===== config.mk =====
export PLATFORM = sky130hd
export DESIGN_NAME = vga_grid_controller
export DESIGN_NICKNAME = d
export VERILOG_FILES = /design/src/rtl/vga_grid_controller.sv
export SDC_FILE = /design/constraint.sdc
export NUM_CORES = 1
export LEC_CHECK = 0
export CORE_MARGIN = 2
export CORE_UTILIZATION = 25
export CTS_CLUSTER_SIZE = 12
export DETAILED_ROUTE_END_ITERATION = 12
export GPL_ROUTABILITY_DRIVEN = 0
export GPL_TIMING_DRIVEN = 0
export PLACE_DENSITY = 0.56
export SLEW_MARGIN = 20
export SYNTH_ARGS = -nofsm -noshare
export SYNTH_HDL_FRONTEND = slang
export SYNTH_SLANG_ARGS = --single-unit

===== constraint.sdc =====
create_clock -name iCLK -period 6.1 [get_ports iCLK]
set_input_delay 1.22 -clock iCLK [delete_from_list [all_inputs] [get_ports iCLK]]
set_output_delay 1.22 -clock iCLK [all_outputs]
set_load 0.03 [all_outputs]

===== src/rtl/vga_grid_controller.sv =====
// VGA timing generator with registered outputs and an optional grid/cursor overlay.
// Define VGA_GRID_OVERLAY_EN to build the overlay; otherwise host pixels pass straight through.
module vga_grid_controller #(
    parameter int unsigned H_SYNC   = 96,
    parameter int unsigned H_BACK   = 48,
    parameter int unsigned H_ACT    = 640,
    parameter int unsigned H_FRONT  = 16,
    parameter int unsigned V_SYNC   = 2,
    parameter int unsigned V_BACK   = 33,
    parameter int unsigned V_ACT    = 480,
    parameter int unsigned V_FRONT  = 10,
    parameter int unsigned COLOR_W  = 10,
    parameter int unsigned GRID_N   = 8,
    parameter int unsigned CELL_W   = 60,
    parameter int unsigned LINE_W   = 2,
    parameter int unsigned GRID_X0  = 155,
    parameter int unsigned GRID_Y0  = 46,
    parameter int unsigned REQ_LEAD = 2
) (
    input  logic                      iCLK,
    input  logic                      iRST_N,
    input  logic [COLOR_W-1:0]        iRed,
    input  logic [COLOR_W-1:0]        iGreen,
    input  logic [COLOR_W-1:0]        iBlue,
    input  logic [$clog2(GRID_N)-1:0] iCur_X,
    input  logic [$clog2(GRID_N)-1:0] iCur_Y,
    output logic                      oRequest,
    output logic [COLOR_W-1:0]        oVGA_R,
    output logic [COLOR_W-1:0]        oVGA_G,
    output logic [COLOR_W-1:0]        oVGA_B,
    output logic                      oVGA_H_SYNC,
    output logic                      oVGA_V_SYNC,
    output logic                      oVGA_SYNC,
    output logic                      oVGA_BLANK,
    output logic [12:0]               oH_Cont,
    output logic [12:0]               oV_Cont,
    output logic                      oFrame_Start
);
    localparam int unsigned CNT_W = 13;
    localparam logic [CNT_W-1:0] H_LAST  = CNT_W'(H_SYNC + H_BACK + H_ACT + H_FRONT - 1);
    localparam logic [CNT_W-1:0] V_LAST  = CNT_W'(V_SYNC + V_BACK + V_ACT + V_FRONT - 1);
    localparam logic [CNT_W-1:0] X_START = CNT_W'(H_SYNC + H_BACK);
    localparam logic [CNT_W-1:0] X_END   = CNT_W'(H_SYNC + H_BACK + H_ACT);
    localparam logic [CNT_W-1:0] Y_START = CNT_W'(V_SYNC + V_BACK);
    localparam logic [CNT_W-1:0] Y_END   = CNT_W'(V_SYNC + V_BACK + V_ACT);
    localparam logic [CNT_W-1:0] HS_END  = CNT_W'(H_SYNC);
    localparam logic [CNT_W-1:0] VS_END  = CNT_W'(V_SYNC);
    localparam logic [CNT_W-1:0] LEAD    = CNT_W'(REQ_LEAD);
    localparam logic [CNT_W-1:0] ONE     = CNT_W'(1);

    logic [CNT_W-1:0]   hCont, vCont, hNext, vNext, reqX;
    logic               hEnd, vEnd, activeV, active, reqOn;
    logic [COLOR_W-1:0] pixR, pixG, pixB;

    assign hEnd    = (hCont == H_LAST);
    assign vEnd    = (vCont == V_LAST);
    assign hNext   = hEnd ? '0 : hCont + ONE;
    assign vNext   = vEnd ? '0 : vCont + ONE;
    assign activeV = (vCont >= Y_START) && (vCont < Y_END);
    assign active  = activeV && (hCont >= X_START) && (hCont < X_END);
    assign reqX    = hCont + LEAD;
    assign reqOn   = activeV && (reqX >= X_START) && (reqX < X_END);

    // Raster position
    always_ff @(posedge iCLK or negedge iRST_N) begin
        if (!iRST_N) begin
            hCont <= '0;
            vCont <= '0;
        end else begin
            hCont <= hNext;
            if (hEnd) vCont <= vNext;
        end
    end

`ifdef VGA_GRID_OVERLAY_EN
    localparam int unsigned CUR_W   = $clog2(GRID_N);
    localparam int unsigned CELL_CW = CUR_W + 1;
    localparam int unsigned OFF_W   = $clog2(CELL_W);
    localparam logic [CNT_W-1:0]   GX0      = CNT_W'(H_SYNC + H_BACK + GRID_X0);
    localparam logic [CNT_W-1:0]   GX1      = CNT_W'(H_SYNC + H_BACK + GRID_X0 + GRID_N * CELL_W);
    localparam logic [CNT_W-1:0]   GY0      = CNT_W'(V_SYNC + V_BACK + GRID_Y0);
    localparam logic [CNT_W-1:0]   GY1      = CNT_W'(V_SYNC + V_BACK + GRID_Y0 + GRID_N * CELL_W);
    localparam logic [OFF_W-1:0]   OFF_LAST = OFF_W'(CELL_W - 1);
    localparam logic [OFF_W-1:0]   LINE_T   = OFF_W'(LINE_W);
    localparam logic [OFF_W-1:0]   OFF_ONE  = OFF_W'(1);
    localparam logic [CELL_CW-1:0] CELL_ONE = CELL_CW'(1);

    logic [OFF_W-1:0]   hOff, vOff;
    logic [CELL_CW-1:0] hCell, vCell, curX, curY;
    logic               curValid, inGrid, lineCol, lineRow;
    logic               colCur, colNext, rowCur, rowNext, highlight;

    // Cell/offset counters realigned at the grid edges, plus the per-frame cursor latch
    always_ff @(posedge iCLK or negedge iRST_N) begin
        if (!iRST_N) begin
            hOff     <= '0;
            hCell    <= '0;
            vOff     <= '0;
            vCell    <= '0;
            curX     <= '0;
            curY     <= '0;
            curValid <= 1'b0;
        end else begin
            if (hNext == GX0) begin
                hOff  <= '0;
                hCell <= '0;
            end else if (hOff == OFF_LAST) begin
                hOff  <= '0;
                hCell <= hCell + CELL_ONE;
            end else begin
                hOff <= hOff + OFF_ONE;
            end
            if (hEnd) begin
                if (vNext == GY0) begin
                    vOff  <= '0;
                    vCell <= '0;
                end else if (vOff == OFF_LAST) begin
                    vOff  <= '0;
                    vCell <= vCell + CELL_ONE;
                end else begin
                    vOff <= vOff + OFF_ONE;
                end
            end
            if ((hCont == '0) && (vCont == '0)) begin
                curX     <= {1'b0, iCur_X};
                curY     <= {1'b0, iCur_Y};
                curValid <= (32'(iCur_X) < GRID_N) && (32'(iCur_Y) < GRID_N);
            end
        end
    end

    assign inGrid  = active && (hCont >= GX0) && (hCont < GX1) && (vCont >= GY0) && (vCont < GY1);
    assign lineCol = (hOff < LINE_T);
    assign lineRow = (vOff < LINE_T);
    assign colCur  = (hCell == curX);
    assign colNext = (hCell == curX + CELL_ONE);
    assign rowCur  = (vCell == curY);
    assign rowNext = (vCell == curY + CELL_ONE);
    // Perimeter of the cursor cell: its left/right column lines and top/bottom row lines
    assign highlight = curValid &&
        ((lineCol && (colCur || colNext) && (rowCur || (rowNext && lineRow))) ||
         (lineRow && (rowCur || rowNext) && (colCur || (colNext && lineCol))));

    always_comb begin
        pixR = '0;
        pixG = '0;
        pixB = '0;
        if (inGrid) begin
            pixR = iRed;
            pixG = iGreen;
            pixB = iBlue;
            if (lineCol || lineRow) begin
                pixR = '1;
                if (highlight) pixG = '1;
            end
        end
    end
`else
    logic unusedGrid;
    assign unusedGrid = ^{iCur_X, iCur_Y, 32'(GRID_N), 32'(CELL_W), 32'(LINE_W),
                          32'(GRID_X0), 32'(GRID_Y0)};

    always_comb begin
        pixR = '0;
        pixG = '0;
        pixB = '0;
        if (active) begin
            pixR = iRed;
            pixG = iGreen;
            pixB = iBlue;
        end
    end
`endif

    assign oVGA_SYNC = 1'b0;

    // Output stage: one cycle behind the raster position
    always_ff @(posedge iCLK or negedge iRST_N) begin
        if (!iRST_N) begin
            oVGA_H_SYNC  <= 1'b0;
            oVGA_V_SYNC  <= 1'b0;
            oVGA_BLANK   <= 1'b0;
            oRequest     <= 1'b0;
            oH_Cont      <= '0;
            oV_Cont      <= '0;
            oFrame_Start <= 1'b0;
            oVGA_R       <= '0;
            oVGA_G       <= '0;
            oVGA_B       <= '0;
        end else begin
            oVGA_H_SYNC  <= (hCont >= HS_END);
            oVGA_V_SYNC  <= (vCont >= VS_END);
            oVGA_BLANK   <= active;
            oRequest     <= reqOn;
            oH_Cont      <= hCont - X_START;
            oV_Cont      <= vCont - Y_START;
            oFrame_Start <= (hCont == '0) && (vCont == '0);
            oVGA_R       <= pixR;
            oVGA_G       <= pixG;
            oVGA_B       <= pixB;
        end
    end
endmodule


==> results of run 1 <==
[flip-flops by register name (all words and copies together), names as in the netlist]
register and flops:
oFrame_Start 1, oVGA_B 10, oH_Cont 13, oVGA_BLANK 1
oVGA_R 10, oV_Cont 13, oVGA_V_SYNC 1, oRequest 1
oVGA_H_SYNC 1, oVGA_G 10, hCont 13, vCont 13
[how the worst min path moves through the flow]
stage	to	startpoint	cells after the start	slack [ns]
3_5_place_dp	oH_Cont[2]	hCont[2]	0	0.37
2_1_floorplan	oH_Cont[2]	hCont[2]	0	0.35
3_3_place_gp	oH_Cont[2]	hCont[2]	0	0.38
6_report	oH_Cont[2]	hCont[2]	0	0.40
4_1_cts	oH_Cont[2]	hCont[2]	0	0.40
5_1_grt	oH_Cont[2]	hCont[2]	0	0.42
[through the flow]
step                util [%]  hold slack (ns)  std cells  worst slack, ns
floorplan                  -           0.3519        344            3.985
global placement       33.18           0.3767        624           0.5505
detailed placement     33.30           0.3748        625            3.539
CTS                    35.43           0.4001        641            3.493
global route           35.43           0.4162        641            3.335
finish                 35.43           0.3974        641            3.507
[cell usage in the layout (no fill, tap or decap), drive strengths merged, types with 4 or more instances in the layout]
cell,count
clkdlybuf4s50,91
dfrtp,87
and3,34
nor2,27
clkbuf,25
xor2,18
nand3,18
xnor2,13
nand2,12
o21ai,12
buf,12
ha,10
nor4,10
inv,9
nor3,8
or3,7
nand4,7
a31oi,5
and2,4
or4,4
o31ai,4
a21oi,4
clkinv,4
[routing by layer]
metal / up-vias / part of all wire [%] / global-route usage [%]
met2: 102 / 43 / 17.55
met3: 12 / 7.0 / 3.576
met1: 1415 / 48 / 15.63
li1: 1414 / - / -
met4: 0 / 2.1 / 5.624
met5: - / 0 / 0
[cell families (layout without fill, tap and decap cells)]
| group | Yosys count | after routing | share of synthesized area (%) |
|---|---|---|---|
| adder cells (fa/ha/maj) | 10 | 10 | 3.233 |
| buffers and inverters | 34 | 143 | 4.494 |
| other | 1 | 1 | 0.09690 |
| AO/OA/AOI/OAI | 40 | 40 | 7.307 |
| XOR/XNOR | 31 | 31 | 7.016 |
| multiplexers | 2 | 2 | 0.5496 |
| flip-flops | 87 | 87 | 56.26 |
| AND/OR/NAND/NOR | 139 | 139 | 21.05 |
[layout make-up]
type / count / area share (%)
flip-flops and latches: 87 / 40.57
clock buffers: 10 / 4.453
repair buffers: 93 / 17.49
plain buffers: 25 / 2.611
well taps: 188 / 4.383
multi-input cells: 223 / 28.31
clock inverters: 6 / 1.562
inverters: 9 / 0.6295
[power by group]
group | leakage (µW) | internal (µW) | switching, µW | total [µW]
clock network | 0.000162 | 368 | 226 | 594
registers | 0.00111 | 577 | 0 | 577
logic | 0.00117 | 18.8 | 14.5 | 33.3
[worst register-to-register path, delay by kind of cell (launching register included)]
kind                     cells  cell delay [ns]
AO/OA/AOI/OAI                2             0.16
buffers and inverters        2             0.56
AND/OR/NAND/NOR              3             0.99
adder cells (fa/ha/maj)      1             0.26
flip-flops                   1             0.47
==> metrics.cfg, run 1 <==
[outcome]
outcome = finished clean

[setup_path]
path_delay_family = buffers and inverters
cp_max_fo = 1
worstSetupPathType = flip-flop to output port
cp.arrival_ns = 1.37
reg2reg_depth = 8
path_buf_inv = 1
r2r_slack_ns = 3.52
cpMaxStageDelayCell = clkdlybuf4s50_1
cp_num_cells = 1
crit_end = oH_Cont[9]
r2r-start = hCont[5]
startpoint = oH_Cont[9]
setup.worst_path.end_class = output port
cp-start-kind = flip-flop
crit_chain = clkdlybuf4s50_1
max_stage_delay_ns = 0.70
regToRegEndpoint = vCont[2]
worstPathRequired_ns = 4.88

[power_and_ir_drop]
p_total_uw = 1205
p_leak_uw = 0.002441
power_density_nw_per_um2 = 224.5
peakVddDrop_uv = 134.6

[cts]
h-tree-depth = 3
cts-root-buf = clkbuf_16
clkSinkCount = 87
cts_buffers = 9
path_clk_slew_ns = 0.06
cts_tree = yes
post_cts_buffers = 0
cts_buffer_depth = 2
cts_resized = 0
ctsHoldBuffers = 0
clk_latency_ns = 0.35

[detailed_routing]
drt_iter0_drc = 95
drc = 0
drt_first_pass_iters = 4
viasPerCell = 4.591
drt-total-wl_mm = 9.227
wire_per_inst_um = 14.39
final_antenna_net_count = 0
routed-via-count = 2943

[finish]
nNetsFinal = 496
drive_above_1_share_pct = 8.168
n_antenna_cell = 0
final_area_um2 = 5366
multi_input_area_um2 = 1519
fillCellCount = 1453
area_delta_synth_final_pct = 38.67
regArea_um2 = 2177

[timing]
finalSetupTns_ns = 0
slew_violations = 0
rsz0062_at_grt = false
hold_violations = 0
layout_min_cycle_time_ns = 2.593
finalSetupViolations = 0
worst_pin_slew_ns = 0.6624
fin_skew_ns = 0.008230
finalCritPeriodShare_pct = 42.51
maxSlewHeadroom_pct = 55.27
fmax_mhz = 385.7

[logic_synthesis]
synthesis.area_um2 = 3870
syn_nets = 392
synth-main-ff-cell = dfrtp_1
yosysTopAreaCellShare_pct = 56.26
ys_async_sr_fraction_pct = 100.0
synthCells = 344
synth-seq-cells = 87
ys_top_cells_by_count = dfrtp_1 (87), and3_1 (34), nor2_1 (27)
synthTopCellsByArea = dfrtp_1 (56%), and3_1 (5.5%), xor2_1 (4.1%)
ys_types = 48
synth-edff-count = 0
yosysMostFrequentCell = dfrtp_1
seq_area_frac_synth_pct = 56.26
synth_top_area_cell = dfrtp_1
syn_area_per_cell_um2 = 11.25
yosysWarnings = 0

[grt]
antenna_found_initial = 0
grt_overflow = 0
grt_pass1_vias = 2932
grt_max_degree = 47
grt_usage_pct = 11.77
grt_pass1_wl_mm = 15.08

[run]
max_cap_violations = 0

[place]
hpwl_mm = 6.574
port_buffers = 92
placed_area_um2 = 5044

[floorplanning]
start_util_pct = 25.55
dieWidth_um = 128.4
pin_count = 100
core-area_um2 = 15150
die_area_um2 = 16490
row_count = 45
die_h_um = 128.4

[hold_path]
hp-class = flip-flop to flip-flop

No activity file was read; power rests on OpenSTA's default activity.
==> run 2, diff against run 1 <==
==> constraint.sdc (replaced) <==
create_clock -name iCLK -period 2.5 [get_ports iCLK]
set_input_delay 0.5 -clock iCLK [delete_from_list [all_inputs] [get_ports iCLK]]
set_output_delay 0.5 -clock iCLK [all_outputs]
set_load 0.03 [all_outputs]
==> run 2 against run 1 <==
  * Die area unchanged
  * Non-clock buffer count up 2
  * Critical path depth grew 7
  * Clock power grew 150%
  * Global-route usage barely moved
  * Core utilization increased by 0.21 points
  * Flip-flop and latch count stayed put
  * Power grew 140%
  * Clock-buffer cell count unchanged
  * Critical path type is now flip-flop to flip-flop
==> metrics.cfg, run 2 (synthesis gave the netlist of run 1 again) <==
[detailed_routing]
routed-via-count = 2947
viasPerCell = 4.583
drt_first_pass_iters = 4
drt-total-wl_mm = 9.256
wire_per_inst_um = 14.40
drt_iter0_drc = 108
final_antenna_net_count = 0
drc = 0

[setup_path]
worstSetupPathType = flip-flop to flip-flop
cp-start-kind = flip-flop
cp.arrival_ns = 2.60
r2r_slack_ns = 0.12
reg2reg_depth = 8
setup.worst_path.end_class = flip-flop
worstPathRequired_ns = 2.72
r2r-start = hCont[5]
regToRegEndpoint = vCont[2]
cp_max_fo = 10

[floorplanning]
core-area_um2 = 15150
dieWidth_um = 128.4
start_util_pct = 25.55
pin_count = 100
die_h_um = 128.4
row_count = 45
die_area_um2 = 16490

[cts]
path_clk_slew_ns = 0.06
cts-root-buf = clkbuf_16
cts_buffers = 9
cts_tree = yes
cts_buffer_depth = 2
h-tree-depth = 3
clkSinkCount = 87
clk_latency_ns = 0.35

[grt]
grt_overflow = 0
grt_pass1_wl_mm = 15.06
grt_usage_pct = 11.77
antenna_found_initial = 0
grt_pass1_vias = 2934
grt_max_degree = 47

[finish]
final_common_cell = clkdlybuf4s50_1
nNetsFinal = 498
n_antenna_cell = 0
area_delta_synth_final_pct = 39.51
layout_common_cells = clkdlybuf4s50_1 (91), dfrtp_1 (87), and3_1 (34)
drive_above_1_share_pct = 9.011

[timing]
finalSetupViolations = 0
worst_slack_ns = 0.1210
worst_pin_slew_ns = 0.6485
maxSlewHeadroom_pct = 56.20
hold_violations = 0
layout_min_cycle_time_ns = 2.379
finalCritPeriodShare_pct = 95.16
fmax_mhz = 420.4
slew_violations = 0
fin_skew_ns = 0.009691
whs_ns = 0.1457

[place]
post-place-ws_ns = -0.06111
hpwl_mm = 6.574
port_buffers = 92

[power_and_ir_drop]
peakVddDrop_uv = 325.5
power_density_nw_per_um2 = 545.7
p_leak_uw = 0.002448

[hold_path]
hp-class = input pin to async pin

[run]
max_cap_violations = 0

[outcome]
outcome = finished clean

## run 2: area by class of cell
type	count	area, µm²
multi-input combinational	223	1534
clock inverter	6	83.83
sequential	87	2177
timing repair buffer	95	953.4
clock buffer	10	239.0
fill	1451	9747
inverter	9	33.78
tap	188	235.2
buffer	25	142.6
## run 2: what timing repair did
item	CTS	global route
gates resized for setup	1	3
pin swaps	0	2
hold buffers	0	0
setup buffers	0	2
endpoints found under the setup margin	1	19
## run 2: worst max path at each step
stage | from | to | slack, ns | depth (start not counted)
after floorplan | hCont[5] | vCont[2] | 0.38 | 8
after global placement | iRST_N | hCont[0] | -2.33 | 1
after CTS | hCont[5] | vCont[2] | 0.05 | 8
after global routing | hCont[5] | vCont[2] | -0.007 | 8
final | hCont[5] | vCont[2] | 0.12 | 8
after detailed placement | hCont[5] | vCont[2] | -0.06 | 8
## run 2: critical path, stage by stage, from the launching register on
cell and delay [ns]:
dfrtp_1 0.48, inv_2 0.17, ha_1 0.23, or3b_2 0.51, nor4_4 0.33, clkbuf_4 0.28, o21ai_1 0.09, nand2_1 0.09
o21ai_1 0.07
## run 2: metrics by stage
stage	TNS, ns	instance area (µm²)	total power (µW)	util, %	instances
final	0	5399	2946	35.65	643
after global routing	-0.007361	5399	3056	35.65	643
after CTS	0	5375	2989	35.49	641
after detailed placement	-0.06111	5044	1518	33.30	625
after floorplan	0	3870	1438	-	344
after global placement	-202.26	5026	1515	33.18	624
## run 2: per-layer routing
layer	track usage (%)	part of all wire, %	vias up
li1	-	-	1420
met1	15.61	47	1409
met2	17.55	44	106
met3	3.576	7.3	12
met4	5.624	2.1	0
met5	0	0	-
## run 2: report_power, final
part	switching, µW	total [µW]	internal (µW)	leakage (µW)
sequential	0	1410	1410	0.00111
combinational	35.4	81.3	45.8	0.00118
clock	558	1460	899	0.000162
total	594	2950	2350	0.00245
